$ cat config.mk
export PLATFORM = sky130hd
export DESIGN_NAME = dadda_reduce_stage_flat
export DESIGN_NICKNAME = d
export VERILOG_FILES = /design/src/rtl/dadda_reduce_stage_if.sv /design/src/rtl/dadda_reduce_stage.sv /design/src/flat_wrapper.sv
export SDC_FILE = /design/constraint.sdc
export NUM_CORES = 1
export LEC_CHECK = 0
export ABC_CLOCK_PERIOD_IN_PS = 1200
export BUFFER_PORTS_ARGS = -buffer_cell sky130_fd_sc_hd__buf_2
export CAP_MARGIN = 25
export CORE_AREA = 2 2 280 282
export CTS_CLUSTER_SIZE = 28
export DETAILED_ROUTE_END_ITERATION = 7
export DIE_AREA = 0 0 282 284
export GPL_TIMING_DRIVEN = 0
export SYNTH_ARGS = -nofsm -noshare
export SYNTH_HDL_FRONTEND = slang
export SYNTH_SLANG_ARGS = --single-unit
$ cat constraint.sdc
create_clock -name clk -period 1.2 [get_ports clk]
set_input_delay 0.06 -clock clk [delete_from_list [all_inputs] [get_ports clk]]
set_output_delay 0.06 -clock clk [all_outputs]
set_load 0.1 [all_outputs]
$ cat src/rtl/dadda_reduce_stage_if.sv
// Valid/ready channel bundle for one Dadda reduction stage: input matrix in, reduced matrix out.
// A transfer happens on a rising clk edge where valid and ready are both high; data is stable while valid && !ready.
interface dadda_reduce_stage_if #(
    parameter int WIDTH  = 48,
    parameter int ROWS   = 9,
    parameter int TARGET = 6
);
    logic                    in_valid;
    logic                    in_ready;
    logic [ROWS*WIDTH-1:0]   in_rows;
    logic                    out_valid;
    logic                    out_ready;
    logic [TARGET*WIDTH-1:0] out_rows;

    modport slave (
        input  in_valid, in_rows, out_ready,
        output in_ready, out_valid, out_rows
    );

    modport master (
        output in_valid, in_rows, out_ready,
        input  in_ready, out_valid, out_rows
    );
endinterface

$ cat src/rtl/dadda_reduce_stage.sv
// One registered Dadda reduction level: ROWS x WIDTH bit matrix -> TARGET rows, sum preserved mod 2^WIDTH.
// Optional sum checker enabled by defining DADDA_SUM_CHECK_EN; otherwise sum_err is tied low.
module dadda_reduce_stage #(
    parameter int WIDTH  = 48,
    parameter int ROWS   = 9,
    parameter int TARGET = 6
) (
    input  logic                 clk,
    input  logic                 rst_n,
    dadda_reduce_stage_if.slave  bus,
    output logic                 sum_err
);

    // Carries entering a column; column heights converge to 2*ROWS-TARGET.
    function automatic int carries_into(input int col);
        int c;
        int h;
        c = 0;
        for (int k = 0; k < col; k++) begin
            h = ROWS + c;
            c = (h > TARGET) ? ((h - TARGET + 1) / 2) : 0;
        end
        return c;
    endfunction

    localparam int MAXC = carries_into(WIDTH - 1);

    if (!(TARGET >= 2 && TARGET < ROWS && ROWS <= (3 * TARGET) / 2)) begin : g_bad_params
        $error("dadda_reduce_stage: need 2 <= TARGET < ROWS <= 3*TARGET/2");
    end

    logic [MAXC-1:0]         cy_w [WIDTH-1];
    logic [TARGET*WIDTH-1:0] red_w;

    for (genvar j = 0; j < WIDTH; j++) begin : g_col
        localparam int CIN   = carries_into(j);
        localparam int HIN   = ROWS + CIN;
        localparam int NFA   = (HIN - TARGET) / 2;
        localparam int NHA   = (HIN - TARGET) % 2;
        localparam int NA    = NFA + NHA;
        localparam int USED  = 3 * NFA + 2 * NHA;
        localparam int NSURV = ROWS - USED;
        localparam int HOUT  = NSURV + NA + CIN;

        logic [HIN-1:0] bits_w;
        logic [NA-1:0]  sum_w;

        for (genvar r = 0; r < ROWS; r++) begin : g_in
            assign bits_w[r] = bus.in_rows[r*WIDTH + j];
        end
        if (CIN > 0) begin : g_cin
            assign bits_w[HIN-1:ROWS] = cy_w[j-1][CIN-1:0];
        end

        // Adders only ever consume input bits because ROWS <= 3*TARGET/2.
        for (genvar a = 0; a < NFA; a++) begin : g_fa
            assign sum_w[a] = bits_w[3*a] ^ bits_w[3*a+1] ^ bits_w[3*a+2];
        end
        if (NHA > 0) begin : g_ha
            assign sum_w[NFA] = bits_w[3*NFA] ^ bits_w[3*NFA+1];
        end

        if (j < WIDTH - 1) begin : g_cout
            for (genvar a = 0; a < NFA; a++) begin : g_fa_c
                assign cy_w[j][a] = (bits_w[3*a] & bits_w[3*a+1]) |
                                    (bits_w[3*a] & bits_w[3*a+2]) |
                                    (bits_w[3*a+1] & bits_w[3*a+2]);
            end
            if (NHA > 0) begin : g_ha_c
                assign cy_w[j][NFA] = bits_w[3*NFA] & bits_w[3*NFA+1];
            end
            if (NA < MAXC) begin : g_pad
                assign cy_w[j][MAXC-1:NA] = '0;
            end
        end

        if (HOUT > TARGET) begin : g_bad_height
            $error("dadda_reduce_stage: column height exceeds TARGET");
        end

        // Pack: surviving inputs, then adder sums, then incoming carries.
        for (genvar t = 0; t < TARGET; t++) begin : g_pack
            if (t < NSURV) begin : g_surv
                assign red_w[t*WIDTH + j] = bits_w[USED + t];
            end else if (t < NSURV + NA) begin : g_sum
                assign red_w[t*WIDTH + j] = sum_w[t - NSURV];
            end else if (t < HOUT) begin : g_carry
                assign red_w[t*WIDTH + j] = bits_w[ROWS + t - NSURV - NA];
            end else begin : g_zero
                assign red_w[t*WIDTH + j] = 1'b0;
            end
        end
    end

    logic                    out_valid_q;
    logic [TARGET*WIDTH-1:0] out_rows_q;
    logic [31:0]             xfer_cnt_q;
    logic                    load_w;

    assign bus.in_ready  = !out_valid_q || bus.out_ready;
    assign load_w        = bus.in_valid && bus.in_ready;
    assign bus.out_valid = out_valid_q;
    assign bus.out_rows  = out_rows_q;

    always_ff @(posedge clk or negedge rst_n) begin
        if (!rst_n) begin
            out_valid_q <= 1'b0;
            out_rows_q  <= '0;
            xfer_cnt_q  <= '0;
        end else if (load_w) begin
            out_valid_q <= 1'b1;
            out_rows_q  <= red_w;
            xfer_cnt_q  <= xfer_cnt_q + 32'd1;
        end else if (bus.out_ready) begin
            out_valid_q <= 1'b0;
        end
    end

`ifdef DADDA_SUM_CHECK_EN
    logic [WIDTH-1:0] in_sum_w;
    logic [WIDTH-1:0] red_sum_w;
    logic             sum_err_q;

    always_comb begin
        in_sum_w  = '0;
        red_sum_w = '0;
        for (int r = 0; r < ROWS; r++) begin
            in_sum_w = in_sum_w + bus.in_rows[r*WIDTH +: WIDTH];
        end
        for (int t = 0; t < TARGET; t++) begin
            red_sum_w = red_sum_w + red_w[t*WIDTH +: WIDTH];
        end
    end

    always_ff @(posedge clk or negedge rst_n) begin
        if (!rst_n) begin
            sum_err_q <= 1'b0;
        end else if (load_w && (in_sum_w != red_sum_w)) begin
            sum_err_q <= 1'b1;
        end
    end

    assign sum_err = sum_err_q;
`else
    assign sum_err = 1'b0;
`endif

endmodule
$ cat src/flat_wrapper.sv
// flat-port wrapper written by rule: the top's interface ports become plain ports
module dadda_reduce_stage_flat 
#(
    parameter int WIDTH  = 48,
    parameter int ROWS   = 9,
    parameter int TARGET = 6
)
  (clk, rst_n, sum_err, bus_in_valid, bus_in_rows, bus_out_ready, bus_in_ready, bus_out_valid, bus_out_rows);
  dadda_reduce_stage_if #(.WIDTH(WIDTH), .ROWS(ROWS), .TARGET(TARGET)) bus_i ();
  input  logic clk;
  input  logic rst_n;
  output logic sum_err;
  input wire logic [$bits(bus_i.in_valid)-1:0] bus_in_valid;
  input wire logic [$bits(bus_i.in_rows)-1:0] bus_in_rows;
  input wire logic [$bits(bus_i.out_ready)-1:0] bus_out_ready;
  output wire logic [$bits(bus_i.in_ready)-1:0] bus_in_ready;
  output wire logic [$bits(bus_i.out_valid)-1:0] bus_out_valid;
  output wire logic [$bits(bus_i.out_rows)-1:0] bus_out_rows;
  assign bus_i.in_valid = bus_in_valid;
  assign bus_i.in_rows = bus_in_rows;
  assign bus_i.out_ready = bus_out_ready;
  assign bus_in_ready = bus_i.in_ready;
  assign bus_out_valid = bus_i.out_valid;
  assign bus_out_rows = bus_i.out_rows;
  dadda_reduce_stage #(.WIDTH(WIDTH), .ROWS(ROWS), .TARGET(TARGET)) u_core (.clk(clk), .rst_n(rst_n), .bus(bus_i), .sum_err(sum_err));
endmodule
* After elaboration in Yosys (flattened, before gate mapping)
Cells that the tools add are included.
** Storage, ports and cells
- Flip-flop bits (word level) :: 289
- Latch bits :: 0
- Bits in writable memories :: 0
- Bits in read-only memories :: 0
- Output and inout bits :: 291
- Logic and storage cells :: 984
- Memories :: 0
** Operators by class
- Add/subtract/negate cells :: 0
- Multiply operators :: 0
- Divide/modulo/power cells :: 0
- Order comparisons :: 0
- Eq/ne operators :: 0
- Shift operators :: 0
- Multiplexer cells :: 2
- Bitwise logic cells :: 976
- Reduce and logical (&&, ||, !) cells :: 4
** Operators by type and width (count)
- $and A1 B1 Y1 :: 416
- $xor A1 B1 Y1 :: 284
- $or A1 B1 Y1 :: 276
- $mux W1 :: 2
- $reduce_bool A2 Y1 :: 1
- $logic_and A1 B1 Y1 :: 1
- $logic_not A1 Y1 :: 1
- $logic_or A1 B1 Y1 :: 1

* Logic depth before layout (Yosys ltp)
- Depth in word-level cells :: 4
- Depth in mapped cells :: 5

* Worst setup path before layout
Ideal clock, no wire load.
- Kind :: register to register
- Start point :: register u_core.out_valid_q, in the netlist u_core.bus.out_valid
- End point :: register u_core.out_rows_q[0], in the netlist u_core.bus.out_rows[0]
- Setup time :: 128 ps
- Arrival time :: 2174 ps
- Data required time :: 1072 ps
- Slack :: -1102 ps
- Cell stages (with the launch flop) :: 6
- Path buffers :: 2
- Clock period less this slack :: 2302 ps
- Cells stage by stage :: dfrtp_1 -> nand2b_4 -> nand2_4 -> buf_6 -> buf_6 -> mux2_1
** Between the ends
- Longest elaborated chain between the ends :: 3
** Ends and longest elaborated chain
- start: declaration :: line dadda_reduce_stage.sv:95 : logic out_valid_q;
- start signal: assignment :: line dadda_reduce_stage.sv:107 : out_valid_q <= 1'b0;
- start signal: assignment :: line dadda_reduce_stage.sv:111 : out_valid_q <= 1'b1;
- start signal: assignment :: line dadda_reduce_stage.sv:115 : out_valid_q <= 1'b0;
- $logic_not A1 Y1 :: line dadda_reduce_stage.sv:100 : assign bus.in_ready = !out_valid_q || bus.out_ready;
- $logic_or A1 B1 Y1 :: line dadda_reduce_stage.sv:100
- net bus_in_ready :: line flat_wrapper.sv:16 : output wire logic [$bits(bus_i.in_ready)-1:0] bus_in_ready;
- $logic_and A1 B1 Y1 :: line dadda_reduce_stage.sv:101 : assign load_w = bus.in_valid && bus.in_ready;
- end signal: assignment :: line dadda_reduce_stage.sv:112 : out_rows_q <= red_w;
- end: declaration :: line dadda_reduce_stage.sv:96 : logic [TARGET*WIDTH-1:0] out_rows_q;
The timed path passes the listed nets, and every way through them passes these cells.
A chain may end at the register's enable or synchronous reset.

* Worst setup path after layout
- Start point :: register u_core.out_valid_q, in the netlist u_core.bus.out_valid
- End point :: register u_core.out_rows_q[122], in the netlist u_core.bus.out_rows[122]
** Between the ends
- Longest elaborated chain between the ends :: 3
** Ends and longest elaborated chain (line)
- $logic_not A1 Y1 :: dadda_reduce_stage.sv:100
- $logic_or A1 B1 Y1 :: dadda_reduce_stage.sv:100
- $logic_and A1 B1 Y1 :: dadda_reduce_stage.sv:101
Every way passes these cells.

==> flow_summary.yaml <==
run_status:
  status: "finished, violations left"
  failed_checks: "negative setup slack"
timing:
  period_needed_ns: 1.66
  drv_slew: 0
  rsz0062_at_grt: "true"
  worst_pin_slew_ns: 0.575
  slew_headroom_pct: 61.7
  period_share_pct: 138
  timing.final.ws_setup_ns: -0.457
  hold_violations: 0
  setup_viol: 319
  fin_worst_skew_ns: 0.0106
  fmax_mhz: 603
worst_setup_path:
  critPathRequiredTime_ns: 1.59
  cp_cell_sequence: "nand2b_4, nand2_8, buf_12, buf_6, mux2_1"
  timing.critical_path.buf_inv: 2
  crit_fanout: 10
  startpoint_type: "flip-flop"
  slowest_stage: "dfrtp_4"
  path_class: "reg2reg"
  crit_family: "flip-flops"
  cp-end-kind: "flip-flop"
  cp.arrival_ns: 2.05
  cpPeakStageDelay_ns: 0.43
power:
  clock_power_share_pct: 18.4
  comb_power_share_pct: 55.8
  powerDensity_nw_per_um2: 1910
  p_seq_share_pct: 25.7
  power.internal_mw: 29.4
  peakVddDrop_v: 0.00124
  p_switching_mw: 26.1
  p_leak_nw: 13.0
  p_sw_share_pct: 47.0
detailed_routing:
  ant_nets: 0
  wirelength_um: 63600
  wl_per_cell_um: 20.8
  drtIter0Drc: 348
  viasPerCell: 3.95
  drt-pass1-iter-count: 4
  drc: 0
  num_vias: 12100
die:
  rows: 102
  dieArea_um2: 80100
  chipHeight_um: 284
  initial_core_util_pct: 17.8
  die_w_um: 282
  fp.coreArea_um2: 77000
  io-pin-count: 727
global_route:
  grt_max_degree: 118
  grt_pass1_wl_um: 77000
  grtUsageTotal_pct: 12.7
  grt_pass1_vias: 13400
  antenna_found_initial: 9
  overflow: 0
run:
  drv_cap: 0
synthesis:
  synth_top_cell_area_share_pct: 52.9
  synth_top_cell_by_area: "dfrtp_1"
  synth-seq-cells: 289
  synth_cell_types: 13
  yosysSeqAreaShare_pct: 52.9
  syn_area_per_cell_um2: 18.0
  synth_cells: 759
  yosys_warnings: 0
  syn-num-nets: 1335
  synth_area_um2: 13700
  synth.top_cells.by_area: "dfrtp_1 (53%), fa_1 (20%), mux2_1 (16%)"
placed_design:
  dpl-instance-area_um2: 18800
  port-buffer-count: 725
  gp_congestion: 0.953
  place_inst: 2526
  dpl.hpwl_um: 37700
final_layout:
  nets: 2564
  area_growth_pct: 113
  fillers: 6798
  mostFrequentLayoutCell: "buf_2"
  fin_area_um2: 29100
  drive_gt1_share_pct: 48.1
  layout_common_cells: "buf_2 (436), dlygate4sd3_1 (425), buf_12 (298), dfrtp_1 (279), mux2_1 (187)"
  stdcell_count: 3055
cts:
  cts_tree: "yes"
  clk_pin_slew_ns: 0.06
  numClockSinks: 289
  htree_levels: 2
  cts_made_buffers: 34
  clockBufferDepth: 3
  clock_latency_ns: 0.53
  root_buffer: "clkbuf_16"
min_path:
  hold_class: "in2async"
==> cell usage after synthesis <==
cell type / count
xnor2_1: 6
dfrtp_1: 289
ha_1: 2
nand2b_1: 1
mux2_1: 200
nand2_4: 1
buf_2: 6
buf_6: 25
nand2b_4: 1
buf_4: 1
mux2_2: 88
fa_1: 138
conb_1: 1
==> metrics by stage <==
stage / util (%) / worst slack [ns] / TNS (ns) / hold WS (ns) / total power [mW]
3_5_place_dp: 24.5 / -0.600 / -124.03 / 0.0405 / 35.6
2_1_floorplan: - / -0.604 / -168.99 / -0.236 / 30.4
6_report: 37.8 / -0.457 / -118.26 / 0.0893 / 55.5
4_1_cts: 31.7 / -0.429 / -167.71 / 0.0328 / 47.3
3_3_place_gp: 24.4 / -6.34 / -1662.38 / 0.275 / 35.4
5_1_grt: 37.8 / -0.465 / -131.36 / 0.117 / 57.2
==> cells by family after synthesis <==
| logic type | after synthesis | synth area share (%) |
|---|---|---|
| adder cells (fa/ha/maj) | 140 | 20.4 |
| AND/OR/NAND/NOR | 3 | 0.229 |
| other | 1 | 0.0274 |
| flip-flops | 289 | 52.9 |
| multiplexers | 288 | 23.7 |
| buffers and inverters | 32 | 2.33 |
| XOR/XNOR | 6 | 0.384 |
==> worst reg2reg max path, delay by kind of cell (launching register included) <==
family	cells	cell delay (ns)
multiplexers	1	0.37
flip-flops	1	0.43
buffers and inverters	2	0.45
AND/OR/NAND/NOR	2	0.27
==> flip-flops by register name (all words and copies together) (netlist names) <==
name and flops:
u_core.bus.out_rows 288, u_core.bus.out_valid 1
==> path summary, 6_finish.rpt <==
kind | depth (start not counted) | slack [ns] | end | from
min in group clk | 4 | 0.20 | u_core.bus.out_rows[143] | bus_in_rows[431]
max in group asynchronous | 3 | 0.27 | u_core.bus.out_rows[70] | rst_n
hold / removal | 2 | 0.09 | u_core.bus.out_rows[172] | rst_n
hold reg to reg | 1 | 0.56 | u_core.bus.out_rows[107] | u_core.bus.out_rows[107]
setup reg to reg | 5 | -0.46 | u_core.bus.out_rows[122] | u_core.bus.out_valid
setup / recovery | 5 | -0.46 | u_core.bus.out_rows[122] | u_core.bus.out_valid
==> repair_timing <==
item / 4_1_cts / 5_1_grt
pin swaps: 1 / 0
endpoints found under the setup margin: 578 / 682
buffers inserted: 6 / 32
cloned: 0 / 4
gates resized for setup: 36 / 1448
hold buffers: 425 / 0
endpoints found under the hold margin: 385 / 0
==> power by group through the flow <==
stage | registers (mW) | logic [mW] | clock network, mW
6_report | 14.3 | 31.0 | 10.2
5_1_grt | 14.5 | 31.7 | 11.0
4_1_cts | 12.9 | 23.8 | 10.6
3_5_place_dp | 13.0 | 22.6 | 0
3_3_place_gp | 12.9 | 22.4 | 0
2_1_floorplan | 27.9 | 2.51 | 0
==> area by class of cell <==
class / count / area [µm²] / area share, %
plain buffers: 31 / 455 / 1.57
multi-input cells: 438 / 6230 / 21.5
repair buffers: 1194 / 12700 / 43.7
diodes: 8 / 20.0 / 0.0689
flip-flops and latches: 289 / 7250 / 24.9
well taps: 1040 / 1300 / 4.48
clock buffers: 48 / 1050 / 3.60
clock inverters: 7 / 40.0 / 0.138
==> layer usage <==
metal	global-route usage (%)	wire length, µm	part of all wire (%)
met5	0	0	0
met2	22.9	32900	52
met1	12.2	21100	33
met4	9.56	4700	7.4
met3	3.61	4950	7.8
(Power assumes the default switching activity.)
